<file path="config.mk">
export PLATFORM = sky130hd
export DESIGN_NAME = prince_sbox_layer_ctrl_flat
export DESIGN_NICKNAME = d
export VERILOG_FILES = /design/src/rtl/prince_sbox_layer_ctrl_if.sv /design/src/rtl/prince_sbox_layer_ctrl.sv /design/src/flat_wrapper.sv
export SDC_FILE = /design/constraint.sdc
export NUM_CORES = 1
export LEC_CHECK = 0
export BUFFER_PORTS_ARGS = -buffer_cell sky130_fd_sc_hd__buf_2
export CAP_MARGIN = 20
export CORE_AREA = 2 2 205 207
export CTS_CLUSTER_DIAMETER = 40
export DETAILED_ROUTE_END_ITERATION = 8
export DIE_AREA = 0 0 207 209
export PLACE_DENSITY = 0.79
export RECOVER_POWER = 25
export SYNTH_ARGS = -nofsm -noshare
export SYNTH_HDL_FRONTEND = slang
export SYNTH_SLANG_ARGS = --single-unit
</file>
<file path="constraint.sdc">
create_clock -name clk -period 2.17 [get_ports clk]
set_input_delay 0.217 -clock clk [delete_from_list [all_inputs] [get_ports clk]]
set_output_delay 0.217 -clock clk [all_outputs]
set_load 0.02 [all_outputs]
</file>
<file path="src/rtl/prince_sbox_layer_ctrl_if.sv">
// Bus between the PRINCE round controller, the PRNG and one masked S-box instance, as seen by
// prince_sbox_layer_ctrl (slave) and by whoever drives it (master).
interface prince_sbox_layer_ctrl_if #(
    parameter int unsigned RND_W = 54
);
    logic             start;
    logic [63:0]      in_sh0;
    logic [63:0]      in_sh1;
    logic [63:0]      in_sh2;
    logic             busy;
    logic             done;
    logic [63:0]      out_sh0;
    logic [63:0]      out_sh1;
    logic [63:0]      out_sh2;
    logic [RND_W-1:0] rnd;
    logic             rnd_valid;
    logic             rnd_req;
    logic [3:0]       sb_in_sh0;
    logic [3:0]       sb_in_sh1;
    logic [3:0]       sb_in_sh2;
    logic [RND_W-1:0] sb_rnd;
    logic [3:0]       sb_out_sh0;
    logic [3:0]       sb_out_sh1;
    logic [3:0]       sb_out_sh2;

    modport slave (
        input  start, in_sh0, in_sh1, in_sh2, rnd, rnd_valid, sb_out_sh0, sb_out_sh1, sb_out_sh2,
        output busy, done, out_sh0, out_sh1, out_sh2, rnd_req, sb_in_sh0, sb_in_sh1, sb_in_sh2,
               sb_rnd
    );

    modport master (
        output start, in_sh0, in_sh1, in_sh2, rnd, rnd_valid, sb_out_sh0, sb_out_sh1, sb_out_sh2,
        input  busy, done, out_sh0, out_sh1, out_sh2, rnd_req, sb_in_sh0, sb_in_sh1, sb_in_sh2,
               sb_rnd
    );
endinterface

</file>
<file path="src/rtl/prince_sbox_layer_ctrl.sv">
// Sequences one 3-share masked PRINCE S-box over a 64-bit shared state, one nibble per cycle.
// Optional macro SB_LAYER_OUTMASK_EN: out_sh* read 0 until done, partial results kept internal.
module prince_sbox_layer_ctrl #(
    parameter int unsigned SB_LAT = 2,
    parameter int unsigned RND_W  = 54
) (
    input logic                     clk,
    input logic                     rst,
    prince_sbox_layer_ctrl_if.slave bus
);
    localparam logic [1:0] StIdle  = 2'd0;
    localparam logic [1:0] StIssue = 2'd1;
    localparam logic [1:0] StDrain = 2'd2;
    localparam logic [1:0] StDone  = 2'd3;

    logic [1:0]       state_q, state_d;
    logic [3:0]       issue_cnt_q, issue_cnt_d;
    logic [3:0]       cap_cnt_q;
    logic [63:0]      in0_q, in1_q, in2_q;
    logic [63:0]      res0_q, res1_q, res2_q;
    logic             pipe_vld_q [SB_LAT];
    logic [3:0]       pipe_idx_q [SB_LAT];
    logic             start_acc;
    logic             issue;
    logic             pop_vld;
    logic [3:0]       pop_idx;
    logic             last_cap;
    logic [RND_W-1:0] rnd_pass;

    assign start_acc = (state_q == StIdle) && bus.start;
    assign issue     = (state_q == StIssue) && bus.rnd_valid;
    assign pop_vld   = pipe_vld_q[SB_LAT-1];
    assign pop_idx   = pipe_idx_q[SB_LAT-1];
    assign last_cap  = pop_vld && (cap_cnt_q == 4'd15);

    always_comb begin
        state_d     = state_q;
        issue_cnt_d = issue_cnt_q;
        unique case (state_q)
            StIdle: begin
                if (bus.start) state_d = StIssue;
            end
            StIssue: begin
                if (bus.rnd_valid) begin
                    // 15 -> 0 wrap coincides with the move to DRAIN
                    issue_cnt_d = issue_cnt_q + 4'd1;
                    if (issue_cnt_q == 4'd15) state_d = StDrain;
                end
            end
            StDrain: begin
                if (last_cap) state_d = StDone;
            end
            StDone: begin
                state_d = StIdle;
            end
            default: begin
                state_d = StIdle;
            end
        endcase
    end

    always_ff @(posedge clk) begin
        if (rst) begin
            state_q     <= StIdle;
            issue_cnt_q <= 4'd0;
        end else begin
            state_q     <= state_d;
            issue_cnt_q <= issue_cnt_d;
        end
    end

    always_ff @(posedge clk) begin
        if (rst) begin
            in0_q <= '0;
            in1_q <= '0;
            in2_q <= '0;
        end else if (start_acc) begin
            in0_q <= bus.in_sh0;
            in1_q <= bus.in_sh1;
            in2_q <= bus.in_sh2;
        end
    end

    // Tracks which nibble each S-box pipeline slot holds; bubbles travel as valid=0
    always_ff @(posedge clk) begin
        if (rst) begin
            for (int unsigned i = 0; i < SB_LAT; i++) begin
                pipe_vld_q[i] <= 1'b0;
                pipe_idx_q[i] <= 4'd0;
            end
        end else begin
            pipe_vld_q[0] <= issue;
            pipe_idx_q[0] <= issue_cnt_q;
            for (int unsigned i = 1; i < SB_LAT; i++) begin
                pipe_vld_q[i] <= pipe_vld_q[i-1];
                pipe_idx_q[i] <= pipe_idx_q[i-1];
            end
        end
    end

    always_ff @(posedge clk) begin
        if (rst || start_acc) begin
            cap_cnt_q <= 4'd0;
            res0_q    <= '0;
            res1_q    <= '0;
            res2_q    <= '0;
        end else if (pop_vld) begin
            cap_cnt_q                       <= cap_cnt_q + 4'd1;
            res0_q[{pop_idx, 2'b00} +: 4] <= bus.sb_out_sh0;
            res1_q[{pop_idx, 2'b00} +: 4] <= bus.sb_out_sh1;
            res2_q[{pop_idx, 2'b00} +: 4] <= bus.sb_out_sh2;
        end
    end

    assign bus.busy      = (state_q == StIssue) || (state_q == StDrain);
    assign bus.done      = (state_q == StDone);
    assign bus.rnd_req   = issue;
    assign bus.sb_in_sh0 = issue ? in0_q[{issue_cnt_q, 2'b00} +: 4] : 4'd0;
    assign bus.sb_in_sh1 = issue ? in1_q[{issue_cnt_q, 2'b00} +: 4] : 4'd0;
    assign bus.sb_in_sh2 = issue ? in2_q[{issue_cnt_q, 2'b00} +: 4] : 4'd0;
    assign rnd_pass      = bus.rnd;
    assign bus.sb_rnd    = rnd_pass;

`ifdef SB_LAYER_OUTMASK_EN
    logic show_q;

    // Results become visible with done and stay until the next accepted start
    always_ff @(posedge clk) begin
        if (rst || start_acc) begin
            show_q <= 1'b0;
        end else if (last_cap) begin
            show_q <= 1'b1;
        end
    end

    assign bus.out_sh0 = show_q ? res0_q : '0;
    assign bus.out_sh1 = show_q ? res1_q : '0;
    assign bus.out_sh2 = show_q ? res2_q : '0;
`else
    assign bus.out_sh0 = res0_q;
    assign bus.out_sh1 = res1_q;
    assign bus.out_sh2 = res2_q;
`endif
endmodule

</file>
<file path="src/flat_wrapper.sv">
// flat-port wrapper written by rule: the top's interface ports become plain ports
module prince_sbox_layer_ctrl_flat 
#(
    parameter int unsigned SB_LAT = 2,
    parameter int unsigned RND_W  = 54
)
  (clk, rst, bus_start, bus_in_sh0, bus_in_sh1, bus_in_sh2, bus_rnd, bus_rnd_valid, bus_sb_out_sh0, bus_sb_out_sh1, bus_sb_out_sh2, bus_busy, bus_done, bus_out_sh0, bus_out_sh1, bus_out_sh2, bus_rnd_req, bus_sb_in_sh0, bus_sb_in_sh1, bus_sb_in_sh2, bus_sb_rnd);
  prince_sbox_layer_ctrl_if #(.RND_W(RND_W)) bus_i ();
  input logic clk;
  input logic rst;
  input wire logic [$bits(bus_i.start)-1:0] bus_start;
  input wire logic [$bits(bus_i.in_sh0)-1:0] bus_in_sh0;
  input wire logic [$bits(bus_i.in_sh1)-1:0] bus_in_sh1;
  input wire logic [$bits(bus_i.in_sh2)-1:0] bus_in_sh2;
  input wire logic [$bits(bus_i.rnd)-1:0] bus_rnd;
  input wire logic [$bits(bus_i.rnd_valid)-1:0] bus_rnd_valid;
  input wire logic [$bits(bus_i.sb_out_sh0)-1:0] bus_sb_out_sh0;
  input wire logic [$bits(bus_i.sb_out_sh1)-1:0] bus_sb_out_sh1;
  input wire logic [$bits(bus_i.sb_out_sh2)-1:0] bus_sb_out_sh2;
  output wire logic [$bits(bus_i.busy)-1:0] bus_busy;
  output wire logic [$bits(bus_i.done)-1:0] bus_done;
  output wire logic [$bits(bus_i.out_sh0)-1:0] bus_out_sh0;
  output wire logic [$bits(bus_i.out_sh1)-1:0] bus_out_sh1;
  output wire logic [$bits(bus_i.out_sh2)-1:0] bus_out_sh2;
  output wire logic [$bits(bus_i.rnd_req)-1:0] bus_rnd_req;
  output wire logic [$bits(bus_i.sb_in_sh0)-1:0] bus_sb_in_sh0;
  output wire logic [$bits(bus_i.sb_in_sh1)-1:0] bus_sb_in_sh1;
  output wire logic [$bits(bus_i.sb_in_sh2)-1:0] bus_sb_in_sh2;
  output wire logic [$bits(bus_i.sb_rnd)-1:0] bus_sb_rnd;
  assign bus_i.start = bus_start;
  assign bus_i.in_sh0 = bus_in_sh0;
  assign bus_i.in_sh1 = bus_in_sh1;
  assign bus_i.in_sh2 = bus_in_sh2;
  assign bus_i.rnd = bus_rnd;
  assign bus_i.rnd_valid = bus_rnd_valid;
  assign bus_i.sb_out_sh0 = bus_sb_out_sh0;
  assign bus_i.sb_out_sh1 = bus_sb_out_sh1;
  assign bus_i.sb_out_sh2 = bus_sb_out_sh2;
  assign bus_busy = bus_i.busy;
  assign bus_done = bus_i.done;
  assign bus_out_sh0 = bus_i.out_sh0;
  assign bus_out_sh1 = bus_i.out_sh1;
  assign bus_out_sh2 = bus_i.out_sh2;
  assign bus_rnd_req = bus_i.rnd_req;
  assign bus_sb_in_sh0 = bus_i.sb_in_sh0;
  assign bus_sb_in_sh1 = bus_i.sb_in_sh1;
  assign bus_sb_in_sh2 = bus_i.sb_in_sh2;
  assign bus_sb_rnd = bus_i.sb_rnd;
  prince_sbox_layer_ctrl #(.SB_LAT(SB_LAT), .RND_W(RND_W)) u_core (.clk(clk), .rst(rst), .bus(bus_i));
endmodule
</file>
Yosys cells after proc, flatten, opt, wreduce, memory -nomap -nowiden
Memory sizes are Yosys's and may differ from the RTL's.
Index checks and enable logic that the tools add are counted.
W data, S select, Z words.
{"block": "word_totals", "ff_bits": 394, "latchBits": 0, "mem_bits_rw": 10, "rom_bits": 0, "in_bits": 262, "out_inout_bits": 261, "wordCells": 60, "mem_count": 2}
{"memory": "u_core.pipe_idx_q", "depth": 2, "width": 4, "rd": 2, "rd_ports_with_merged_regs": 0, "wr": 2, "line_no": "prince_sbox_layer_ctrl.sv:22", "rtl": "logic [3:0] pipe_idx_q [SB_LAT];"}
{"memory": "u_core.pipe_vld_q", "depth": 2, "width": 1, "rd": 2, "rd_ports_with_merged_regs": 0, "wr": 2, "line_no": "prince_sbox_layer_ctrl.sv:21", "rtl": "logic pipe_vld_q [SB_LAT];"}
{"block": "op_classes", "addsub": 3, "multipliers": 0, "div_mod_pow": 0, "magnitude_cmp": 0, "eq_ne": 9, "shift": 7, "mux": 18, "bitwise_logic": 4, "reduce_logical": 8}
{"operator": "$bwmux W64", "n": 3}
{"operator": "$shiftx A4 B8 Y64", "n": 3}
{"operator": "$shiftx A64 B7 Y4", "n": 3}
{"operator": "$shift A4 B8 Y64 const A", "n": 1}
{"operator": "$mux W4", "n": 5}
{"operator": "$add A4 B1 Y4 const B", "n": 2}
{"operator": "$eq A4 B4 Y1 const B", "n": 2}
{"operator": "$mux W2", "n": 4}
{"operator": "$neg A6 Y8", "n": 1}
{"operator": "$pmux W2 S4", "n": 1}
{"operator": "$ne A2 B2 Y1 const B", "n": 3}
{"operator": "$mux W1", "n": 5}
{"operator": "$eq A2 B2 Y1 const B", "n": 2}
{"operator": "$or A1 B1 Y1", "n": 4}
{"operator": "$reduce_and A4 Y1", "n": 1}
{"operator": "$logic_and A1 B1 Y1", "n": 3}
{"operator": "$eq A2 B1 Y1 const B", "n": 1}
{"operator": "$logic_not A2 Y1", "n": 1}
{"operator": "$logic_or A1 B1 Y1", "n": 2}
{"operator": "$ne A2 B1 Y1 const B", "n": 1}
{"operator": "$reduce_and A2 Y1", "n": 1}

Depth between registers and ports, before layout
{"block": "logic_depth", "depth_word": 4, "mapped_depth": 8, "ltp_nobuf": 7}

Least setup slack after synthesis
Ideal clock, no wire load.
{"block": "synth_timing", "path_kind": "register to register", "startpoint": "memory u_core.pipe_idx_q[1][0] (netlist: u_core.pipe_idx_q[0][4])", "endpoint": "register u_core.res0_q[34] (netlist: u_core.bus.out_sh0[34])", "setup_time_ns": 0.072, "t_arrival_ns": 1.957, "t_required_ns": 2.098, "setup_slack_ns": 0.141, "path_stages_with_launch": 7, "path_buffers": 1, "period_less_slack_ns": 2.029, "cell_sequence": "dfxtp_1 > inv_2 > ha_1 > nor3b_1 > nor2b_1 > buf_4 > mux2i_1"}
{"element": "start, declared", "line_no": "prince_sbox_layer_ctrl.sv:22"}
{"element": "end signal, assigned by index", "line_no": "prince_sbox_layer_ctrl.sv:109", "rtl": "res0_q[{pop_idx, 2'b00} +: 4] <= bus.sb_out_sh0;"}
{"element": "end, declared", "line_no": "prince_sbox_layer_ctrl.sv:20", "rtl": "logic [63:0] res0_q, res1_q, res2_q;"}

Worst setup path after layout
{"block": "layout_timing", "startpoint": "register u_core.issue_cnt_q[0]", "endpoint": "output port bus_sb_in_sh1[1]"}
{"block": "layout_between", "elab_chain_len": 2}
{"element": "start, declared", "line_no": "prince_sbox_layer_ctrl.sv:17", "rtl": "logic [3:0] issue_cnt_q, issue_cnt_d;"}
{"element": "start signal, assigned", "line_no": "prince_sbox_layer_ctrl.sv:68", "rtl": "issue_cnt_q <= issue_cnt_d;"}
{"element": "$shiftx A64 B7 Y4", "line_no": "prince_sbox_layer_ctrl.sv:119", "rtl": "assign bus.sb_in_sh1 = issue ? in1_q[{issue_cnt_q, 2'b00} +: 4] : 4'd0;"}
{"element": "$mux W4", "line_no": "prince_sbox_layer_ctrl.sv:119"}
{"element": "end, declared", "line_no": "flat_wrapper.sv:27", "rtl": "output wire logic [$bits(bus_i.sb_in_sh1)-1:0] bus_sb_in_sh1;"}
No other way between the ends.

==> metrics.md <==
| Metric | Value |
|---|---|
| Worst reg-to-reg path cell count | 8 |
| Vias in the first global route | 15700 |
| Residual DRC | 0 |
| Fmax | 384 MHz |
| First-iteration detailed-routing DRC count | 1418 |
| Max Clock Skew | 17.9 ps |
| Clock power share | 38.8% |
| Netlist cell types | 42 |
| DIE AREA | 0.0433 mm² |
| Mapped Area | 0.0163 mm² |
| First-pass GRT wire length | 88000 µm |
| Seq/Total Area, Yosys | 49.6% |
| Slew headroom | 39.9% |
| Max_cap viols | 0 |
| Final WS setup | -432 ps |
| Switching part of the total | 31.2% |
| Top cells by area, synth | dfxtp_1 (50%), mux2i_1 (11%), nand2_1 (10%), a21oi_1 (6.7%), mux4_2 (6.6%) |
| VDD IR-drop max | 0.848 mV |
| Post-Syn Area per Cell | 9.12 µm² |
| Yosys top cell by area | dfxtp_1 |
| DRT antenna net count | 0 |
| Synth Register Bits | 404 |
| Die Wd | 207 µm |
| Reg clk slew, reported paths | 60 ps |
| Routed WL | 60100 µm |
| Initial core utilization | 39.5% |
| Arrival @ worst endpoint | 2390 ps |
| Critical path type | reg2out |
| Total gr overflow | 0 |
| Clock sink count | 404 |
| Net Sw Power | 6.90 mW |
| Clk root buf | clkbuf_16 |
| Share of the synthesized area in the top cell type | 49.6% |
| Max Slew Vio Count | 0 |
| Comb power frac | 22.4% |
| Io pins | 523 |
| Tightest Hold Check Type | in2reg |
| Critical Path Fanout Max | 7 |
| Worst Hold Margin | 73.6 ps |
| Area Growth Syn to Fin | 39.2% |
| Final setup violation count | 12 |
| Fill cells | 3323 |
| Vias per cell | 5.47 |
| HPWL Detailed | 34400 µm |
| Power, Total | 22.1 mW |
| I/O Buffers | 414 |
| Final hold vios | 0 |
| Initial antenna violation count | 3 |
| Hold Path Stages | 3 |
| EDFF count, synth | 0 |
| Overall die height | 209 µm |
| Total track usage | 25.8% |
| Tcrit/Tclk final | 120% |
| Nets | 2577 |
| Routed vias | 15800 |
| Synth Net Count | 2057 |
| DRT Pass-1 Iters | 5 |
| Core ar. | 0.0413 mm² |
| Std-Cell Rows | 75 |
| Worst-Skew Late Latency | 590 ps |
| Critical path startpoint category | flip-flop |
| Main synth FF type | dfxtp_1 |
| Pint | 15.2 mW |
| Setup crit end kind | primary output |
| Critical Path RT | 1950 ps |
| Post-synthesis cell count | 1787 |
| Status | finished with violations |
| Largest net degree at the start of global routing | 193 |
| Ys Warns | 0 |
| Post-place setup slack | -115 ps |
| FFs w/ async S/R, synth | 0% |
| Min Tclk post-route | 2600 ps |
| LEAKAGE | 9.34 nW |
| Layout cell share with drive strength beyond 1 | 23.8% |
| Htree depth | 2 |
| Measured slew at the worst slew-check pin | 901 ps |
| Power share of the sequential group | 38.8% |
| PwrDens | 973 mW/mm² |
| Failing checks | negative setup slack |
| Routability cong. | 0.900 |
| CTS Buf Count | 50 |
| CTS tree | yes |
| Routed len/inst | 20.8 µm |
| RSZ-0062 raised after global routing | true |
| CTS Buffer Depth | 3 |
[stage by stage]
step | cell area, µm² | instances | setup TNS (ps) | util [%]
final | 22700 | 2888 | -4230 | 54.9
after global routing | 22700 | 2887 | -4950 | 54.9
after global placement | 18600 | 2588 | -428 | 45.0
after detailed placement | 18600 | 2588 | -479 | 45.0
after CTS | 22600 | 2881 | -4950 | 54.7
after floorplan | 16300 | 1787 | 0 | -
[state kept, by name (all words and copies together) (netlist names), 4 cells and up]
signal and cells:
u_core.in1_q 64, u_core.cap_cnt_q 4, u_core.issue_cnt_q 4, u_core.bus.out_sh0 64, u_core.bus.out_sh2 64, u_core.bus.out_sh1 64, u_core.in0_q 64, u_core.in2_q 64
u_core.pipe_idx_q 8
[layer usage]
metal	wire [µm]	part of all wire (%)	GRT usage, %
met5	0	0	0
met4	3720	6.2	14.7
met3	5680	9.5	6.85
met2	29100	48	44.9
met1	21600	36	28.4
[layout by cell type (no fill, tap or decap), drive strengths merged, types with 5 or more instances in the layout]
cell | Yosys | routed
a21oi | 217 | 217
nand2 | 454 | 454
ha | 8 | 8
clkbuf | 110 | 162
xor2 | 5 | 5
nor2b | 12 | 12
buf | 89 | 369
nand3 | 25 | 25
bufinv | 0 | 6
dfxtp | 404 | 404
clkinv | 0 | 15
inv | 5 | 13
mux4 | 48 | 48
nand4 | 5 | 5
nor2 | 138 | 138
a22oi | 12 | 12
dlygate4sd3 | 0 | 193
o21ai | 40 | 40
mux2i | 182 | 182
nand2b | 6 | 6
[critical path, cell delays in order (launching register included)]
cell and delay, ps:
dfxtp_4 450, buf_6 160, clkbuf_16 160, mux4_2 520, a22oi_2 180, o21ai_2 150, buf_6 160
[what timing repair did]
item / 4_1_cts / 5_1_grt
endpoints found under the setup margin: 14 / 40
hold buffers: 193 / 0
pin swaps: 3 / 7
buffers inserted: 7 / 2
gates cloned: 3 / 3
gates resized for setup: 42 / 50
hold endpoints to repair: 201 / 0
[logic make-up (layout without fill, tap and decap cells)]
family                   count (synthesis)  count (layout)  share of synthesized area (%)
multiplexers                           230             230                           17.8
adder cells (fa/ha/maj)                  8               8                          0.614
other                                    0               4                              0
buffers and inverters                  204             762                           6.49
flip-flops                             404             404                           49.6
AO/OA/AOI/OAI                          276             276                           8.85
AND/OR/NAND/NOR                        657             657                           16.2
XOR/XNOR                                 8               8                          0.430
[final cells by class]
type	count	area [µm²]	area share, %
Antenna cell	4	10.0	0.0441
Clock buffer	57	1290	5.68
Clock inverter	33	439	1.94
Inverter	5	18.8	0.0827
Multi-Input combinational cell	1179	7430	32.7
Sequential cell	404	8090	35.7
Tap cell	539	674	2.97
Timing Repair Buffer	667	4730	20.9
[power groups by stage]
| stage | clock (mW) | combinational (mW) | sequential (mW) |
|---|---|---|---|
| after detailed placement | 0 | 3.93 | 8.61 |
| after CTS | 8.64 | 4.51 | 8.46 |
| after floorplan | 0 | 2.80 | 8.49 |
| after global routing | 8.98 | 5.30 | 8.60 |
| final | 8.56 | 4.96 | 8.57 |
| after global placement | 0 | 3.84 | 8.58 |
[cell usage after synthesis, types with 5 or more instances]
master / instances
o21ai_0: 38
nor2_1: 138
xor2_1: 5
buf_4: 63
clkbuf_1: 110
nor2b_1: 12
a21oi_1: 217
buf_2: 19
dfxtp_1: 404
a22oi_1: 12
nand3_1: 25
nand2b_1: 6
mux2i_1: 182
nand2_1: 454
ha_1: 8
mux4_2: 48
nand4_1: 5
[worst paths after layout]
| kind | startpoint | endpoint | slack [ps] |
|---|---|---|---|
| max | u_core.issue_cnt_q[0] | bus_sb_in_sh1[1] | -430 |
| min | bus_sb_out_sh0[2] | u_core.bus.out_sh0[42] | 70 |
| min reg2reg | u_core.pipe_vld_q[0][0] | u_core.pipe_vld_q[0][1] | 440 |
| max reg2reg | u_core.issue_cnt_q[0] | u_core.state_q[1] | 120 |
Note: power is estimated with default switching activity, not from simulation.
